<file path="config.mk">
export PLATFORM = sky130hd
export DESIGN_NAME = convert_from_bcd
export DESIGN_NICKNAME = d
export VERILOG_FILES = /design/src/rtl/convert_from_bcd_pkg.sv /design/src/rtl/convert_from_bcd_digit_adjust.sv /design/src/rtl/convert_from_bcd.sv
export SDC_FILE = /design/constraint.sdc
export NUM_CORES = 1
export LEC_CHECK = 0
export CORE_MARGIN = 4
export CORE_UTILIZATION = 57
export CTS_CLUSTER_DIAMETER = 60
export DETAILED_ROUTE_END_ITERATION = 10
export GPL_TIMING_DRIVEN = 0
export PLACE_DENSITY_LB_ADDON = 0.12
export SKIP_CTS_REPAIR_TIMING = 1
export SLEW_MARGIN = 20
export SYNTH_ARGS = -nofsm -noshare
export SYNTH_HDL_FRONTEND = slang
export SYNTH_HIERARCHICAL = 1
export SYNTH_SLANG_ARGS = --single-unit
export TNS_END_PERCENT = 5
</file>
<file path="constraint.sdc">
create_clock -name clk -period 4.4 [get_ports clk]
set_input_delay 0.66 -clock clk [delete_from_list [all_inputs] [get_ports clk]]
set_output_delay 0.66 -clock clk [all_outputs]
set_load 0.01 [all_outputs]
</file>
<file path="src/rtl/convert_from_bcd_pkg.sv">
// Shared types and constants for the packed-BCD to binary converter.
package convert_from_bcd_pkg;

  localparam int unsigned DIGITS_DEF = 4;
  localparam int unsigned NIBBLE_W   = 4;

  localparam logic [NIBBLE_W-1:0] BCD_MAX_DIGIT = 4'd9;
  localparam logic [NIBBLE_W-1:0] ADJ_THRESHOLD = 4'd8;
  localparam logic [NIBBLE_W-1:0] ADJ_VALUE     = 4'd3;

  typedef enum logic {
    IDLE = 1'b0,
    CONV = 1'b1
  } state_e;

endpackage

</file>
<file path="src/rtl/convert_from_bcd_digit_adjust.sv">
// Per-nibble correction step of reverse double-dabble: nibbles >= 8 lose 3.
module bcd_digit_adjust
  import convert_from_bcd_pkg::*;
(
  input  logic [NIBBLE_W-1:0] i_digit,
  output logic [NIBBLE_W-1:0] o_digit_c
);

  always_comb begin
    o_digit_c = i_digit;
    if (i_digit >= ADJ_THRESHOLD) begin
      o_digit_c = i_digit - ADJ_VALUE;
    end
  end

endmodule

</file>
<file path="src/rtl/convert_from_bcd.sv">
// Packed-BCD to unsigned binary converter, one bit per clock via
// shift-right / subtract-3; invalid digits complete immediately with err.
module convert_from_bcd
  import convert_from_bcd_pkg::*;
#(
  parameter int unsigned DIGITS = DIGITS_DEF
) (
  input  logic                       clk,
  input  logic                       rst_n,
  input  logic                       start,
  input  logic [NIBBLE_W*DIGITS-1:0] bcd_in,
  output logic                       busy,
  output logic                       done,
  output logic [NIBBLE_W*DIGITS-1:0] bin_out,
  output logic                       err
);

  localparam int unsigned W     = NIBBLE_W * DIGITS;
  localparam int unsigned CNT_W = $clog2(W) + 1;

  state_e           r_state;
  state_e           w_state_nxt;
  logic [CNT_W-1:0] r_cnt;
  logic [CNT_W-1:0] w_cnt_nxt;
  logic [2*W-1:0]   r_work;
  logic [2*W-1:0]   w_work_nxt;
  logic             r_busy;
  logic             w_busy_nxt;
  logic             r_done;
  logic             w_done_nxt;
  logic             r_err;
  logic             w_err_nxt;
  logic [W-1:0]     r_bin;
  logic [W-1:0]     w_bin_nxt;

  logic [2*W-1:0]   w_shift;
  logic [W-1:0]     w_adj_hi;
  logic [2*W-1:0]   w_step;
  logic [DIGITS-1:0] w_digit_bad;
  logic             w_in_valid;

  // One iteration: shift the whole work register, then correct each upper nibble
  assign w_shift = r_work >> 1;

  for (genvar g = 0; g < DIGITS; g++) begin : g_digit
    bcd_digit_adjust u_adj (
      .i_digit   (w_shift[W + NIBBLE_W*g +: NIBBLE_W]),
      .o_digit_c (w_adj_hi[NIBBLE_W*g +: NIBBLE_W])
    );

    assign w_digit_bad[g] = (bcd_in[NIBBLE_W*g +: NIBBLE_W] > BCD_MAX_DIGIT);
  end

  assign w_step     = {w_adj_hi, w_shift[W-1:0]};
  assign w_in_valid = ~|w_digit_bad;

  always_ff @(posedge clk or negedge rst_n) begin
    if (!rst_n) begin
      r_state <= IDLE;
    end else begin
      r_state <= w_state_nxt;
    end
  end

  always_comb begin
    w_state_nxt = r_state;
    w_cnt_nxt   = r_cnt;
    w_work_nxt  = r_work;
    w_busy_nxt  = 1'b0;
    w_done_nxt  = 1'b0;
    w_err_nxt   = r_err;
    w_bin_nxt   = r_bin;

    case (r_state)
      IDLE: begin
        if (start) begin
          if (w_in_valid) begin
            w_state_nxt = CONV;
            w_work_nxt  = {bcd_in, W'(0)};
            w_cnt_nxt   = '0;
            w_err_nxt   = 1'b0;
            w_busy_nxt  = 1'b1;
          end else begin
            // Bad digit: report on the accepting edge without converting
            w_err_nxt  = 1'b1;
            w_bin_nxt  = '0;
            w_done_nxt = 1'b1;
          end
        end
      end

      CONV: begin
        w_work_nxt = w_step;
        w_cnt_nxt  = r_cnt + CNT_W'(1);
        w_busy_nxt = 1'b1;
        if (r_cnt == CNT_W'(W - 1)) begin
          w_state_nxt = IDLE;
          w_cnt_nxt   = '0;
          w_busy_nxt  = 1'b0;
          w_done_nxt  = 1'b1;
          w_bin_nxt   = w_step[W-1:0];
        end
      end

      default: begin
        w_state_nxt = IDLE;
      end
    endcase
  end

  always_ff @(posedge clk or negedge rst_n) begin
    if (!rst_n) begin
      r_cnt  <= '0;
      r_work <= '0;
      r_busy <= 1'b0;
      r_done <= 1'b0;
      r_err  <= 1'b0;
      r_bin  <= '0;
    end else begin
      r_cnt  <= w_cnt_nxt;
      r_work <= w_work_nxt;
      r_busy <= w_busy_nxt;
      r_done <= w_done_nxt;
      r_err  <= w_err_nxt;
      r_bin  <= w_bin_nxt;
    end
  end

  assign busy    = r_busy;
  assign done    = r_done;
  assign err     = r_err;
  assign bin_out = r_bin;

endmodule

</file>
==> Word level (Yosys, flattened, before mapping) <==
Cells that the tools add are included.
{ "totals": {"regBits": 56, "elab_cells": 52} }
{ "op_classes": {"magnitude_cmp": 8, "eq_ne": 5, "bitwise": 1, "n_addsub": 5, "mux": 23, "reduce_logical": 4} }
{ "ops": {"columns": ["operator", "n"], "rows": [
  ["$mux W32", 2],
  ["$pmux W32 S2", 1],
  ["$mux W16", 3],
  ["$pmux W16 S2", 1],
  ["$gt A4 B4 Y1 const B", 4],
  ["$mux W4", 4],
  ["$mux W5", 3],
  ["$ge A4 B4 Y1 const B", 3],
  ["$sub A4 B2 Y4 const B", 3],
  ["$pmux W5 S2", 1],
  ["$mux W1", 6],
  ["$ne A2 B2 Y1 const B", 3],
  ["$add A5 B1 Y5 const B", 1],
  ["$eq A5 B4 Y1 const B", 1],
  ["$ge A3 B4 Y1 const B", 1],
  ["$pmux W1 S2", 2],
  ["$reduce_and A2 Y1", 2],
  ["$reduce_or A4 Y1", 1],
  ["$sub A3 B2 Y4 const B", 1],
  ["$reduce_and A3 Y1", 1],
  ["$ne A2 B1 Y1 const B", 1],
  ["$not A1 Y1", 1]
]} }

==> Longest topological paths before layout <==
Gate-level depths: netlist of run 1.
{ "logic_depth": {"ltp_word": 5, "depth_mapped": 6, "depth_no_buf": 6} }

==> Hierarchy <==
The synthesis of run 1 kept the hierarchy.
{ "by_module_without_submodules": {"columns": ["mod", "instances", "seq_area_each_um2", "area_each_um2", "cells_each"], "rows": [
  ["convert_from_bcd", 1, 1376.3, 2190.9, 159],
  ["bcd_digit_adjust", 4, 0.0, 76.3, 11]
]} }

==> Least setup slack after synthesis of run 1 <==
OpenSTA, ideal clock, no wires.
{ "synth_timing": {"kind": "input to register", "from": "in bcd_in[9]", "to": "reg r_work[25]", "required_ns": 4.274, "arrival_time_ns": 1.605, "setup_time_ns": 0.126, "stages": 5, "n_path_buf": 1, "slack_ns": 2.669, "path_cell_list": "o21ai_1 > and4_4 > a21oi_4 > buf_6 > a221o_1"} }
{ "synth_between": {"elab_chain_cells": 4} }
{ "synth_lines": {"columns": ["item", "line_no", "source"], "rows": [
  ["start, declared", "convert_from_bcd.sv:11", "input logic [NIBBLE_W*DIGITS-1:0] bcd_in,"],
  ["$gt A4 B4 Y1", "convert_from_bcd.sv:51", "assign w_digit_bad[g] = (bcd_in[NIBBLE_W*g +: NIBBLE_W] > BCD_MAX_DIGIT);"],
  ["$reduce_or A4 Y1", "convert_from_bcd.sv:55", "assign w_in_valid = ~|w_digit_bad;"],
  ["$ne A2 B2 Y1 (no line)", null, null],
  ["$reduce_and A2 Y1 (no line)", null, null],
  ["end signal, assigned", "convert_from_bcd.sv:121", "r_work <= w_work_nxt;"],
  ["end, declared", "convert_from_bcd.sv:25", "logic [2*W-1:0] r_work;"]
]} }
Several ways; a longest one is shown, not always the timed one. The select of a mux whose other input is x is not followed.
A chain may end at the register's enable or synchronous reset.

==> Final worst setup path of run 1 <==
{ "layout_timing": {"from": "in bcd_in[9]", "to": "reg r_bin[6] (netlist: bin_out[6])"} }
{ "layout_between": {"elab_chain_cells": 4} }
{ "layout_lines": {"columns": ["item", "line_no", "source"], "rows": [
  ["$gt A4 B4 Y1", "convert_from_bcd.sv:51", null],
  ["$reduce_or A4 Y1", "convert_from_bcd.sv:55", null],
  ["$ne A2 B2 Y1 (no line)", null, null],
  ["$reduce_and A3 Y1 (no line)", null, null],
  ["end signal, assigned", "convert_from_bcd.sv:125", "r_bin <= w_bin_nxt;"],
  ["end, declared", "convert_from_bcd.sv:33", "logic [W-1:0] r_bin;"]
]} }
No other way between the ends.

==> metrics.md, run 1 <==
| Metric | Value |
|---|---|
| Status | completed |
| Synth async-reset ratio | 100% |
| Hold Worst Slack | slightly below 0.4 ns |
| Clk_skew | about 0.0055 ns |
| Routability Congestion | 0.813 |
| Most used DFF post-synth | dfrtp_1 |
| Area leader, netlist | dfrtp_1 |
| RR Endpoint | bin_out[6] |
| Drt total wl | 4940 um |
| Unique masters post-synth | 32 |
| Final min period | ~2.1 ns |
| Global-route usage over all layers | 19.8% |
| Nets@finish | 279 |
| CTS Buf Count | 5 |
| FP Rows | 23 |
| Avg WL per Cell | 16.4 um |
| Clock Path Buffers | 2 |
| First-pass iteration count of the detailed router | 4 |
| Share of cells above drive strength 1 | 11.9% |
| Vias per cell | 5.80 |
| Top cells by area, synth | dfrtp_1 (55%), a22o_1 (12%), ha_1 (4.5%), o221a_2 (4.1%), nand2b_1 (3.3%) |
| Buf+Inv Stages, Crit Path | 2 |
| Antenna viol nets, final | 0 |
| Port buffer count | 37 |
| Cells along the critical path | clkdlybuf4s50_1, o21ai_1, nand4_1, a21oi_2, buf_4, a22o_1 |
| Slew @ Worst Pin | 0.665 ns |
| Clock Pin Slew Worst Setup and Hold Paths | 0.09 ns |
| Mapped cell area | about 2500 um2 |
| Critical path depth in cells | 6 |
| Dpl cells | 294 |
| HP Class | input port to async pin |
| CTS root buffer | clkbuf_8 |
| First-pass GRT wire length | 8360 um |
| Hpwl dp | 3420 um |
| Final hold vios | 0 |
| Arr. time, crit path | 2.32 ns |
| Place WS | 2.02 ns |
| Layout overhead on the synthesized area | 21.3% |
| Die Ht | approximately 74 um |
| Fin. max-slew vios | 0 |
| Reg-to-reg startpoint | r_cnt[0] |
| Final instance area | 3030 um2 |
| H-tree levels | 2 |
| Worst R2R Setup Slack | 2.71 ns |
| Endpoints failing setup | 0 |
| Top-count cell post-synth | dfrtp_1 |
| Final antenna diode count | 0 |
| RSZ-0062 raised after global routing | false |
| Dpl cell area | ~3000 um2 |
| YS warnings | 6 |
| Cells after Synth | 203 |
| EDFF count, synth | 0 |
| Worst-path fanout max | 10 |
| Clock latency on the worst-skew pair | 0.30 ns |
| Largest net degree at the start of global routing | 56 |
| Global route total overflow | 0 |
| Layout Cells excl Fill | 302 |
| CP max-delay cell | clkdlybuf4s50_1 |
| Synth Area per Inst | about 12 um2 |
| Crit. End Element | register |
| Reg2Reg Depth | 6 |
| Critical Path Start Type | input port |
| TNS Setup | 0 ns |
| Fin crit share | 47.4% |
| Vias in the first global route | 1,723 |
| Synthesis-stage register bit count | 55 |
| Sink Count | 55 |
| Initial antenna violation count | 0 |
| Most common library cells after synthesis | dfrtp_1 (55), a22o_1 (34), nand2b_1 (13) |
| Routed via count | 1,753 |
| Initial Util | about three fifths |
| Critical path class | input port to register |
| Leakage | 1.40 nW |
| DIE AREA | 5500 um2 |
| I/O pins | 38 |
| DR iter-0 viols | 127 |
| Drt drc | 0 |
| WP data required | between 4 and 5 ns |
| Fmax | approximately 480 MHz |
| Crit-path leading delay family | compound AO/OA/AOI/OAI gates |
| Max-cap violations | 0 |
| CP peak stage delay | around 0.43 ns |
| Core area | ~4100 um2 |
| CTS tree | yes |
| Die width | ~74 um |
| Final total power | 2.10 mW |
| Power Dens Cells | 694 nW/um2 |
| VDD IR max | 0.341 mV |
| Max_slew headroom | 55.7% |
| Seq/Total Area, Yosys | 55.1% |
| Yosys top cell area share | 55.1% |
| Worst setup margin | 2.32 ns |
| FILL cells | 296 |
| Core Util, Final | 73.5% |
## power breakdown
group	leakage, nW	internal, mW	switching [mW]
Sequential	0.697	0.727	0.211
Clock	0.0412	0.112	0.154
Combinational	0.658	0.539	0.358
## worst max-delay path by stage
stage	to	start	slack, ns
final	bin_out[6]	bcd_in[9]	2.32
after global routing	bin_out[7]	bcd_in[14]	2.19
after CTS	bin_out[7]	bcd_in[9]	2.33
after detailed placement	bin_out[7]	bcd_in[13]	2.02
after global placement	r_work[23]	rst_n	1.10
after floorplan	r_work[25]	bcd_in[9]	2.67
## per-layer routing
layer	wire, um	GRT usage (%)	vias to the layer above
li1	-	-	841
met1	2330	26.1	859
met2	2300	33.8	49
met3	281	3.78	4
met4	35	5.23	0
met5	0	0	-
## registers in the layout, indices dropped and copies added (netlist names)
register and flops:
r_cnt 5, busy 1, r_work 31, err 1, bin_out 16, done 1
## kinds of logic (layout without fill, tap and decap cells)
logic type,Yosys count,after routing,share of synthesized area (%)
AO/OA/AOI/OAI,66,66,22.7
XOR/XNOR,9,9,3.16
adder cells (fa/ha/maj),9,9,4.51
buffers and inverters,19,64,3.61
flip-flops,55,55,55.1
multiplexers,1,1,0.401
other,1,5,0.150
AND/OR/NAND/NOR,43,43,10.3
## worst register-to-register path, stage by stage (launching register included)
cell and delay [ns]:
dfrtp_1 0.41, ha_1 0.25, nand4_1 0.17, nor2_4 0.09, a21oi_2 0.32, buf_4 0.25
a22o_1 0.15
## layout make-up
type                            count  area [um2]  share of cell area [%]
Buffer                              9        52.6                    1.74
Tap cell                           50        62.6                    2.07
Timing Repair Buffer               37         368                    12.2
Clock buffer                        6        72.6                    2.40
Multi-Input combinational cell    133        1040                    34.5
Sequential cell                    55        1380                    45.5
Inverter                           10        37.5                    1.24
Clock inverter                      2        12.5                   0.413
## cell usage in the layout, fill, tap and decap left out, types with 2 or more instances in the layout
cell type / synthesis / layout
o21ai_1: 4 / 4
o221a_2: 9 / 9
ha_1: 9 / 9
clkbuf_1: 1 / 2
a221o_1: 7 / 7
a21oi_1: 4 / 4
buf_2: 6 / 6
dfrtp_1: 55 / 55
buf_4: 1 / 2
nor2b_1: 4 / 4
inv_1: 10 / 10
clkdlybuf4s50_1: 0 / 36
clkbuf_8: 0 / 5
xor2_1: 5 / 5
nor2_1: 4 / 4
o21ai_0: 5 / 5
and2_1: 7 / 7
a22o_1: 34 / 34
nand2b_1: 13 / 13
conb_1: 1 / 5
nand2_1: 6 / 6
nand4_1: 2 / 2
nand3_1: 2 / 2
xnor2_1: 4 / 4
(Power assumes the default switching activity.)
==> run 2: changes to the inputs <==
CORE_UTILIZATION = 53   (was 57)
clock period = 2 ns   (was 4.4 ns; I/O delays follow)
==> run 2 against run 1 <==
Net effect: sequential power increased by 120%; combinational power increased by 120%; final area increased by 0.54%; critical path type unchanged; critical endpoint is now r_work[31].
==> metrics.md, run 2 (synthesized netlist as in run 1, its figures left out) <==
| Metric | Value |
|---|---|
| Part of the power in registers | between 40 and 50% |
| Fin crit share | about 87% |
| Antenna viol nets, final | 0 |
| Drt drc | 0 |
| Layout Cells excl Fill | 304 |
| Drt total wl | 4870 um |
| CP peak stage delay | 0.53 ns |
| Vias in the first global route | between 1,500 and 2,000 |
| CP max-delay cell | nor3_2 |
| Largest net degree at the start of global routing | 56 |
| Port buffer count | 37 |
| Max-cap violations | 0 |
| Final hold vios | 0 |
| Initial Util | 56.2% |
| First-pass GRT wire length | 8040 um |
| Routability Congestion | 0.778 |
| FILL cells | 339 |
| Global route total overflow | 0 |
| Cell Int Power | 3.06 mW |
| Crit. End Element | register |
| Clock Path Buffers | 2 |
| Nets@finish | 279 |
| Clock Pin Slew Worst Setup and Hold Paths | 0.10 ns |
| Commonest non-fill, non-tap cell in the layout | dfrtp_1 |
| Status | completed |
| Die Ht | ~77 um |
| RSZ-0062 raised after global routing | false |
| Final min period | 1.74 ns |
| DR iter-0 viols | around 130 |
| Multi-input logic area | 1040 um2 |
| VDD IR max | 0.673 mV |
| Core area | ~4400 um2 |
| Final total power | 4.66 mW |
| First-pass iteration count of the detailed router | 4 |
| Final antenna diode count | 0 |
| Switch share | roughly 34% |
| Clk_skew | approximately 0.0058 ns |
| Endpoints failing setup | 0 |
| Global-route usage over all layers | 17.3% |
| Buf+Inv Stages, Crit Path | 1 |
| Crit-path leading delay family | simple AND/OR/NAND/NOR gates |
| Max_slew headroom | 56.2% |
| Max reg flops | 31 |
| Clock Power Share | 13.9% |
| Critical Path Start Type | input port |
| Worst-path fanout max | 8 |
| HP Class | input port to async pin |
| CTS Buf Count | 5 |
| Dpl cells | around 300 |
| Dpl cell area | a little under 3000 um2 |
| Register Area | 1380 um2 |
| Core Util, Final | 68.5% |
| Initial antenna violation count | 0 |
| DIE AREA | 5870 um2 |
| Power Dens Cells | 1530 nW/um2 |
| Fmax | between 500 and 600 MHz |
| Hold Worst Slack | 0.00847 ns |
| Slew @ Worst Pin | 0.657 ns |
| Share of cells above drive strength 1 | approximately 12% |
| Vias per cell | between 5 and 6 |
| Arr. time, crit path | 1.99 ns |
| Switching power | 1.59 mW |
| Die width | 76.6 um |
| Sink Count | 55 |
| Combinational Power Share | 41.9% |
| Leakage | 1.40 nW |
| Layout overhead on the synthesized area | 21.9% |
| WP data required | 2.25 ns |
| CTS root buffer | clkbuf_8 |
| Avg WL per Cell | 16.0 um |
| Clock latency on the worst-skew pair | about 0.31 ns |
| Hpwl dp | around 3400 um |
| Final instance area | between 3000 and 4000 um2 |
| Cells along the critical path | clkdlybuf4s50_1, o21ai_1, nand4_1, nor3_2, a221o_1 |
| Reg with most FFs | r_work |
| H-tree levels | 2 |
| Fin. max-slew vios | 0 |
| I/O pins | 38 |
| FP Rows | 24 |
| CTS tree | yes |
| Most frequent cells in the layout | dfrtp_1 (55), clkdlybuf4s50_1 (36), a22o_1 (34), nand2b_1 (13), inv_1 (10) |
| Routed via count | 1,737 |
| Critical path class | input port to register |
==> run 2: cell counts in the layout (fill, tap and decap cells not counted) <==
No cell type changed its count.
==> run 2: per-layer routing <==
metal | vias up | part of all wire (%) | global-route usage (%)
met5 | - | 0 | 0
met4 | 0 | 2.0 | 6.70
met3 | 10 | 4.8 | 4.02
met2 | 47 | 47 | 27.7
met1 | 842 | 46 | 22.8
li1 | 838 | - | -
==> run 2: path summary, 6_finish.rpt <==
kind / from / endpoint / slack, ns / depth (start not counted)
max: bcd_in[9] / r_work[31] / 0.26 / 5
min: rst_n / bin_out[14] / 0.008 / 1
max reg2reg: r_cnt[0] / bin_out[10] / 0.33 / 6
min reg2reg: bin_out[14] / bin_out[14] / 0.50 / 1
max in group asynchronous: rst_n / r_work[18] / 1.55 / 1
min in group clk: bin_out[14] / bin_out[14] / 0.50 / 1
==> run 2: layout make-up <==
class,instances,share of cell area [%]
Timing Repair Buffer,37,12.1
Buffer,9,1.73
Tap cell,52,2.14
Clock buffer,6,2.71
Clock inverter,2,0.535
Sequential cell,55,45.2
Inverter,10,1.23
Multi-Input combinational cell,133,34.3
==> run 2: power by group through the flow <==
| stage | Combinational, mW | Sequential (mW) | Clock [mW] |
|---|---|---|---|
| final | 1.95 | 2.06 | 0.648 |
| after global routing | 2.17 | 2.13 | 0.708 |
| after CTS | 1.97 | 2.06 | 0.653 |
| after detailed placement | 1.98 | 2.07 | 0 |
| after global placement | 1.89 | 2.07 | 0 |
| after floorplan | 1.35 | 2.02 | 0 |
==> run 2: metrics by stage <==
stage / setup WS, ns / setup TNS [ns]
finish: 0.260 / 0
CTS: 0.290 / 0
detailed placement: -0.0206 / -0.132
floorplan: 0.537 / 0
global placement: -0.915 / -50.20
global route: 0.211 / 0
==> run 3: changes to the inputs <==
ABC_AREA = 1   (was default)
CORE_UTILIZATION = 55   (was 53)
==> run 3 against run 2 <==
Net effect: largest cell class unchanged; register-to-register slack improved by 0.16 ns; wire length is 28% higher; flip-flop and latch count is the same; sequential share of layout area decreased by 5.7 points; non-clock buffer count up 10; highest routed layer unchanged; synthesized cell count up 84%.
==> metrics.md, run 3 <==
| Metric | Value |
|---|---|
| CP peak stage delay | 0.56 ns |
| Clock Path Buffers | 2 |
| Reg-to-reg startpoint | r_cnt[0] |
| Initial Util | 56.8% |
| Synth async-reset ratio | 100% |
| Critical Path Start Type | register |
| Vias per cell | approximately 5 |
| VDD IR max | 0.858 mV |
| Nets@finish | 451 |
| DR iter-0 viols | about 170 |
| Routability Congestion | around 0.80 |
| H-tree levels | 2 |
| Status | completed |
| First-pass iteration count of the detailed router | 4 |
| Crit. End Element | primary output |
| Most frequent cells in the layout | nand2_1 (132), nand3_1 (88), dfrtp_1 (55), clkdlybuf4s50_1 (36), inv_1 (27) |
| Max-cap violations | 0 |
| Final total power | 4.18 mW |
| First-pass GRT wire length | about 11,000 um |
| Routed via count | between 2,000 and 3,000 |
| Drt drc | 0 |
| Crit-path leading delay family | buffers and inverters |
| FILL cells | ~460 |
| Yosys top cell area share | 47.1% |
| Reg with most FFs | r_work |
| Global-route usage over all layers | about a fifth |
| Slew @ Worst Pin | a little under 0.7 ns |
| Worst R2R Setup Slack | 0.49 ns |
| WP data required | around 1.7 ns |
| Core Util, Final | about two thirds |
| Most common library cells after synthesis | nand2_1 (132), nand3_1 (88), dfrtp_1 (55) |
| Crit path capture | busy |
| Final hold vios | 0 |
| Fmax | 632 MHz |
| Top cells by area, synth | dfrtp_1 (47%), nand2_1 (17%), nand3_1 (15%), ha_1 (3.9%), inv_1 (3.5%) |
| Buf+Inv Stages, Crit Path | 1 |
| Critical path class | register to primary output |
| Cells along the critical path | clkdlybuf4s50_1 |
| Drt total wl | 6230 um |
| Crit path from | busy |
| Hpwl dp | 4490 um |
| CP max-delay cell | clkdlybuf4s50_1 |
| Top-count cell post-synth | nand2_1 |
| Mapped cell area | 2920 um2 |
| I/O pins | 38 |
| Arr. time, crit path | 1.28 ns |
| Cells after Synth | approximately 370 |
| RR Endpoint | bin_out[10] |
| Endpoints failing setup | 0 |
| Port buffer count | 37 |
| Critical path depth in cells | 1 |
| Largest net degree at the start of global routing | 56 |
| Unique masters post-synth | 26 |
| Final min period | 1.58 ns |
| Seq/Total Area, Yosys | 47.1% |
| Synthesis-stage register bit count | 55 |
| Fin. max-slew vios | 0 |
| Initial antenna violation count | 0 |
| RSZ-0062 raised after global routing | false |
| Area leader, netlist | dfrtp_1 |
| CTS tree | yes |
| Reg2Reg Depth | 7 |
| Commonest non-fill, non-tap cell in the layout | nand2_1 |
| CTS Buf Count | 5 |
| Clock Pin Slew Worst Setup and Hold Paths | about 0.090 ns |
| DIE AREA | roughly 6500 um2 |
| Max reg flops | 31 |
| CTS root buffer | clkbuf_8 |
| Fin crit share | 79.1% |
| Sink Count | 55 |
| Die width | 80.9 um |
| Power Dens Cells | 1200 nW/um2 |
| Final antenna diode count | 0 |
| Max_slew headroom | 54.6% |
| YS warnings | 6 |
| Synth Area per Inst | ~7.8 um2 |
| Layout overhead on the synthesized area | 19.1% |
| Clock latency on the worst-skew pair | 0.30 ns |
| Die Ht | slightly above 80 um |
| FP Rows | 26 |
| EDFF count, synth | 0 |
| Clk_skew | between 0.01 and 0.015 ns |
| Leakage | 1.86 nW |
| Vias in the first global route | 2,294 |
| HP Class | input port to async pin |
| Antenna viol nets, final | 0 |
| Core area | 5140 um2 |
| Avg WL per Cell | 12.6 um |
| Worst-path fanout max | 4 |
| Most used DFF post-synth | dfrtp_1 |
| Global route total overflow | 0 |
| Share of cells above drive strength 1 | just over 7% |
-- run 3: layer usage --
layer  track usage [%]  wire [um]  vias up
met2              34.6       3060       50
met1              28.9       2870     1166
met3              3.55        283        2
met4              5.24         14        0
li1                  -          -     1289
met5                 0          0        -
-- run 3: kinds of logic after synthesis --
| group | Yosys count | synth area share (%) |
|---|---|---|
| fa+ha+maj | 9 | 3.85 |
| compound gates | 18 | 3.55 |
| other cells | 1 | 0.128 |
| simple gates | 239 | 36.4 |
| xor+xnor | 5 | 1.50 |
| buf+inv | 47 | 7.41 |
| flops | 55 | 47.1 |
-- run 3: through the flow --
step	instance area, um2	hold WS, ns	std cells	setup WS (ns)	setup TNS [ns]
floorplan	2940	0.00441	379	0.706	0
global placement	3400	0.483	486	-0.987	-54.08
detailed placement	3400	0.387	486	0.201	0
CTS	3480	0.0511	494	0.408	0
global route	3480	0.0750	494	0.362	0
finish	3480	0.0248	494	0.419	0
-- run 3: final cells by class --
type / instances / area (um2) / share of cell area, %
timing repair buffer: 37 / 368 / 10.6
multi-input combinational: 277 / 1350 / 38.7
buffer: 19 / 111 / 3.20
clock buffer: 6 / 72.6 / 2.08
tap: 70 / 87.6 / 2.52
clock inverter: 2 / 12.5 / 0.359
inverter: 28 / 105 / 3.02
sequential: 55 / 1380 / 39.5
-- run 3: worst min-delay path by stage --
| stage | startpoint | endpoint | slack, ns | cells after the start |
|---|---|---|---|---|
| finish | rst_n | bin_out[3] | 0.02 | 1 |
| global route | rst_n | done | 0.07 | 1 |
| CTS | rst_n | bin_out[1] | 0.05 | 1 |
| detailed placement | rst_n | bin_out[3] | 0.39 | 1 |
| global placement | bin_out[3] | bin_out[3] | 0.48 | 2 |
| floorplan | rst_n | bin_out[0] | 0.004 | 0 |
-- run 3: report_power, final --
part | internal [mW] | switching [mW]
Combinational | 0.696 | 1.10
Sequential | 1.46 | 0.341
Clock | 0.246 | 0.344
Total | 2.40 | 1.78
